### src/rtl/cla_seq_adder.sv
// cla_seq_adder: two-requester multi-precision adder built around a single
// 4-bit carry-lookahead slice, processing one nibble per cycle LSB first.
//
// Optional feature macro: CLA_SEQ_SUB_EN (honour reqX_sub as subtract).
//
// Ports:
//   clk, rst_n                      clock, async active-low reset
//   reqN_valid / reqN_ready         per-requester operation handshake
//   reqN_a, reqN_b, reqN_sub        per-requester operands and subtract select
//   res_valid / res_ready           result handshake
//   res_sum, res_cout, res_id       result, carry out (no-borrow when subtracting), requester id
//   busy                            high whenever not idle
module cla_seq_adder #(
    parameter int unsigned WIDTH = 16
) (
    input  logic             clk,
    input  logic             rst_n,
    input  logic             req0_valid,
    output logic             req0_ready,
    input  logic [WIDTH-1:0] req0_a,
    input  logic [WIDTH-1:0] req0_b,
    input  logic             req0_sub,
    input  logic             req1_valid,
    output logic             req1_ready,
    input  logic [WIDTH-1:0] req1_a,
    input  logic [WIDTH-1:0] req1_b,
    input  logic             req1_sub,
    output logic             res_valid,
    input  logic             res_ready,
    output logic [WIDTH-1:0] res_sum,
    output logic             res_cout,
    output logic             res_id,
    output logic             busy
);

    localparam int unsigned NIB   = WIDTH / 4;
    localparam int unsigned CNT_W = (NIB > 1) ? $clog2(NIB) : 1;

    typedef enum logic [1:0] {
        ST_IDLE = 2'd0,
        ST_ADD  = 2'd1,
        ST_DONE = 2'd2
    } state_t;

    state_t             state_q, state_d;
    logic [WIDTH-1:0]   a_q, a_d;
    logic [WIDTH-1:0]   b_q, b_d;
    logic [WIDTH-1:0]   sum_q, sum_d;
    logic               carry_q, carry_d;
    logic [CNT_W-1:0]   cnt_q, cnt_d;
    logic               last_q, last_d;
    logic               id_q, id_d;

    logic               grant;
    logic               accept;
    logic               sel_sub;
    logic [WIDTH-1:0]   sel_a;
    logic [WIDTH-1:0]   sel_b;
    logic [3:0]         nib_p, nib_g, nib_s;
    logic [4:0]         nib_c;

    // Round-robin grant: a lone requester wins, contention goes to the one not served last.
    always_comb begin
        if (req0_valid && req1_valid) begin
            grant = ~last_q;
        end else begin
            grant = req1_valid;
        end
    end

    assign sel_a = grant ? req1_a : req0_a;

`ifdef CLA_SEQ_SUB_EN
    // Subtract as a + ~b + 1: invert b at capture, carry-in of 1.
    assign sel_sub = grant ? req1_sub : req0_sub;
    assign sel_b   = sel_sub ? ~(grant ? req1_b : req0_b) : (grant ? req1_b : req0_b);
`else
    logic unused_sub;
    assign unused_sub = req0_sub ^ req1_sub;
    assign sel_sub    = 1'b0;
    assign sel_b      = grant ? req1_b : req0_b;
`endif

    // 4-bit carry-lookahead slice on the low nibble of the operand shifters.
    always_comb begin
        nib_p    = a_q[3:0] ^ b_q[3:0];
        nib_g    = a_q[3:0] & b_q[3:0];
        nib_c[0] = carry_q;
        nib_c[1] = nib_g[0] | (nib_p[0] & carry_q);
        nib_c[2] = nib_g[1] | (nib_p[1] & nib_g[0]) | (nib_p[1] & nib_p[0] & carry_q);
        nib_c[3] = nib_g[2] | (nib_p[2] & nib_g[1]) | (nib_p[2] & nib_p[1] & nib_g[0])
                 | (nib_p[2] & nib_p[1] & nib_p[0] & carry_q);
        nib_c[4] = nib_g[3] | (nib_p[3] & nib_g[2]) | (nib_p[3] & nib_p[2] & nib_g[1])
                 | (nib_p[3] & nib_p[2] & nib_p[1] & nib_g[0])
                 | (nib_p[3] & nib_p[2] & nib_p[1] & nib_p[0] & carry_q);
        nib_s    = nib_p ^ nib_c[3:0];
    end

    // State register.
    always_ff @(posedge clk or negedge rst_n) begin
        if (!rst_n) begin
            state_q <= ST_IDLE;
        end else begin
            state_q <= state_d;
        end
    end

    // Next-state logic.
    always_comb begin
        state_d = state_q;
        unique case (state_q)
            ST_IDLE: if (accept) state_d = ST_ADD;
            ST_ADD:  if (cnt_q == CNT_W'(NIB - 1)) state_d = ST_DONE;
            ST_DONE: if (res_ready) state_d = ST_IDLE;
            default: state_d = ST_IDLE;
        endcase
    end

    // Output logic; ready is gated by reset so neither requester sees it while held in reset.
    always_comb begin
        req0_ready = rst_n && (state_q == ST_IDLE) && req0_valid && !grant;
        req1_ready = rst_n && (state_q == ST_IDLE) && req1_valid && grant;
        res_valid  = (state_q == ST_DONE);
        busy       = (state_q != ST_IDLE);
        res_sum    = sum_q;
        res_cout   = carry_q;
        res_id     = id_q;
    end

    assign accept = req0_ready | req1_ready;

    // Datapath: capture on accept, then shift one nibble per ADD cycle.
    always_comb begin
        a_d     = a_q;
        b_d     = b_q;
        sum_d   = sum_q;
        carry_d = carry_q;
        cnt_d   = cnt_q;
        last_d  = last_q;
        id_d    = id_q;
        unique case (state_q)
            ST_IDLE: begin
                if (accept) begin
                    a_d     = sel_a;
                    b_d     = sel_b;
                    carry_d = sel_sub;
                    cnt_d   = '0;
                    last_d  = grant;
                    id_d    = grant;
                end
            end
            ST_ADD: begin
                a_d     = a_q >> 4;
                b_d     = b_q >> 4;
                sum_d   = {nib_s, sum_q[WIDTH-1:4]};
                carry_d = nib_c[4];
                cnt_d   = cnt_q + CNT_W'(1);
            end
            default: ;
        endcase
    end

    // Datapath registers.
    always_ff @(posedge clk or negedge rst_n) begin
        if (!rst_n) begin
            a_q     <= '0;
            b_q     <= '0;
            sum_q   <= '0;
            carry_q <= 1'b0;
            cnt_q   <= '0;
            last_q  <= 1'b1;
            id_q    <= 1'b0;
        end else begin
            a_q     <= a_d;
            b_q     <= b_d;
            sum_q   <= sum_d;
            carry_q <= carry_d;
            cnt_q   <= cnt_d;
            last_q  <= last_d;
            id_q    <= id_d;
        end
    end

endmodule

### config.mk
export PLATFORM = sky130hd
export DESIGN_NAME = cla_seq_adder
export DESIGN_NICKNAME = d
export VERILOG_FILES = /design/src/rtl/cla_seq_adder.sv
export SDC_FILE = /design/constraint.sdc
export NUM_CORES = 1
export LEC_CHECK = 0
export ABC_AREA = 1
export ABC_CLOCK_PERIOD_IN_PS = 1350
export CORE_MARGIN = 10
export CORE_UTILIZATION = 36
export CTS_BUF_LIST = sky130_fd_sc_hd__clkbuf_8
export DETAILED_ROUTE_END_ITERATION = 10
export PLACE_DENSITY = 0.66
export SLEW_MARGIN = 20
export SYNTH_ARGS = -nofsm -noshare
export SYNTH_HDL_FRONTEND = slang
export SYNTH_SLANG_ARGS = --single-unit
### constraint.sdc
create_clock -name clk -period 1.35 [get_ports clk]
set_input_delay 0.2025 -clock clk [delete_from_list [all_inputs] [get_ports clk]]
set_output_delay 0.2025 -clock clk [all_outputs]
set_load 0.05 [all_outputs]
==> impl_metrics.env <==
export IMPL_finalPower_mw=13.4
export IMPL_syn_num_nets=556
export IMPL_drt_iter0_markers=274
export IMPL_power_leakage_nw=2.81
export IMPL_drc=0
export IMPL_numPortBuffers=90
export IMPL_grtUsageTotal=0.148
export IMPL_tightest_slew_ps=537
export IMPL_p_switching_mw=5.98
export IMPL_ant_nets=0
export IMPL_timing_final_crit_share=1.21
export IMPL_die_x_um=115
export IMPL_wl_met1_mm=4.26
export IMPL_root_buffer="clkbuf_8"
export IMPL_final_cell_area_mm2=0.00537
export IMPL_pwr_share_seq=0.240
export IMPL_netlist_area_mm2=0.00326
export IMPL_diodes=0
export IMPL_fin_crit_ps=1630
export IMPL_gp_congestion=0.807
export IMPL_dp_hpwl_mm=6.53
export IMPL_setup_viol=39
export IMPL_numCtsBuffers=5
export IMPL_crit_path_max_fanout=3
export IMPL_synth_cell_types=27
export IMPL_drt_pass1_iterations=4
export IMPL_finalHoldViolCount=0
export IMPL_fp_dieH_um=115
export IMPL_setup_slack_ps=-282
export IMPL_finalWirelength_mm=9.75
export IMPL_violations="negative setup slack"
export IMPL_initial_core_util=0.372
export IMPL_cts_tree="yes"
export IMPL_rows=34
export IMPL_h_tree_depth=2
export IMPL_yosysWarnings=0
export IMPL_nFillCells=777
export IMPL_syn_instance_count=479
export IMPL_wl_met3_um=612
export IMPL_max_freq_mhz=613
export IMPL_vdd_drop_max_uv=1060
export IMPL_final_common_cell="nand2_1"
export IMPL_crit_required_ps=1150
export IMPL_die_area_mm2=0.0133
export IMPL_placed_area_mm2=0.00473
export IMPL_antenna_found_initial=0
export IMPL_power_share_clock=0.086
export IMPL_setup_tns_ps=-7910
export IMPL_rsz0062_at_grt="true"
export IMPL_utilization=0.613
export IMPL_clockBufferDepth=2
export IMPL_avgSynthCellArea_um2=6.81
export IMPL_viasPerCell=4.75
export IMPL_wl_per_cell_um=13.8
export IMPL_rr_worst_depth=11
export IMPL_worstSetupStartpointType="flip-flop"
export IMPL_multi_input_area_mm2=0.00175
export IMPL_finalNetCount=676
export IMPL_area_growth_pct=64.7
export IMPL_fin_skew_ps=9.86
export IMPL_path_clk_slew_ps=100
export IMPL_slew_headroom=0.642
export IMPL_combPwrFrac=0.674
export IMPL_grt_max_degree=45
export IMPL_via_count=3362
export IMPL_endpoint_kind="output port"
export IMPL_worst_setup_path_type="reg2out"
export IMPL_final_cell_mix="nand2_1, nand3_1, clkdlybuf4s50_1"
export IMPL_grt_pass1_wl_mm=16.5
export IMPL_p_sw_frac=0.448
export IMPL_io_pins=93
export IMPL_drive_above_1_share=0.243
export IMPL_internal_power_mw=7.37
export IMPL_seq_area_mm2=0.00138
export IMPL_powerDensity_mw_per_mm2=2490
export IMPL_top_layer_used="met4"
export IMPL_dr_wl_met2_mm=4.76
export IMPL_hold_path_class="in2async"
export IMPL_core_mm2=0.00876
export IMPL_synth_seq_cells=55
export IMPL_cp_arrival_ps=1430
export IMPL_grt_pass1_vias=3400
export IMPL_cts_sinks=55
export IMPL_status="complete, but fails checks"
export IMPL_drv_slew=0
export IMPL_clk_latency_ps=310
export IMPL_seq_area_frac_synth=0.422
export IMPL_grt_ovfl_total=0
export IMPL_drv_cap=0
[worst paths after layout]
path                       startpoint          to  slack [ps]
hold reg to reg               b_q[11]     b_q[11]         490
setup / recovery               last_q  req0_ready        -280
max in group asynchronous       rst_n      last_q         670
hold / removal                  rst_n  res_sum[1]          10
setup reg to reg               last_q     a_q[12]        -250
min in group clk                rst_n      res_id         450
[logic make-up (layout without fill, tap and decap cells)]
| family | Yosys count | count (layout) | synth area share |
|---|---|---|---|
| XOR/XNOR | 1 | 1 | 0.00269 |
| adder cells (fa/ha/maj) | 6 | 6 | 0.0253 |
| flip-flops | 55 | 55 | 0.422 |
| AO/OA/AOI/OAI | 20 | 20 | 0.0330 |
| AND/OR/NAND/NOR | 307 | 307 | 0.404 |
| buffers and inverters | 90 | 211 | 0.112 |
[per-layer routing]
metal | GRT usage | vias to the layer above
met2 | 0.249 | 86
met5 | 0 | -
met1 | 0.181 | 1550
met4 | 0.0363 | 0
met3 | 0.0464 | 11
li1 | - | 1715
[power by group through the flow]
stage / clock [mW] / combinational [mW] / sequential, mW
4_1_cts: 1.17 / 8.71 / 3.14
5_1_grt: 1.22 / 9.81 / 3.32
2_1_floorplan: 0 / 3.68 / 3.66
3_5_place_dp: 0 / 7.15 / 3.07
3_3_place_gp: 0 / 7.02 / 3.05
6_report: 1.15 / 9.00 / 3.21
[stage by stage]
step / cells / setup slack (ps) / hold slack (ps)
after global placement: 678 / -221 / 232
after CTS: 705 / -271 / 36.6
final: 708 / -282 / 14.3
after floorplan: 479 / -76.7 / -93.1
after global routing: 708 / -321 / 70.6
after detailed placement: 678 / -261 / 220
[critical path, cell delays in order (launching register included)]
cell	delay [ps]
dfstp_2	570
nand2_4	60
nand2_4	90
inv_6	40
buf_6	110
nor2_4	90
buf_12	140
[what timing repair did]
action	in CTS	in global routing
endpoints found under the hold margin	12	0
setup buffers	15	7
setup endpoints to repair	40	50
cloned	5	0
hold buffers	1	0
gates resized for setup	50	33
pin swaps	10	6
[state kept, by name (all words and copies together), names as in the netlist]
name	flops
a_q	16
b_q	16
cnt_q	2
last_q	1
res_cout	1
res_id	1
res_sum	16
state_q	2
[Yosys cell counts]
library cell,count,share of area
a21oi_1,4,0.0061
buf_1,3,0.0035
buf_2,5,0.0077
buf_6,3,0.010
clkbuf_1,13,0.015
dfrtp_1,54,0.41
dfstp_2,1,0.0081
fa_1,1,0.0061
ha_1,5,0.019
inv_1,62,0.071
inv_2,4,0.0046
nand2_1,206,0.24
nand2_2,2,0.0038
nand2_4,2,0.0069
nand3_1,82,0.13
nand3_2,1,0.0031
nand3_4,1,0.0054
nand3b_1,1,0.0023
nand4_1,2,0.0038
nor2_1,6,0.0069
nor2_2,2,0.0038
nor2_4,1,0.0035
o211ai_1,2,0.0046
o21ai_0,13,0.020
o31ai_1,1,0.0023
or2_1,1,0.0019
xor2_1,1,0.0027
[final cells by class]
type,count,share of cell area
clock buffers,6,0.0154
inverters,66,0.0485
multi-input cells,334,0.326
repair buffers,137,0.321
flip-flops and latches,55,0.258
well taps,108,0.0252
clock inverters,2,0.00652
(Power assumes the default switching activity.)
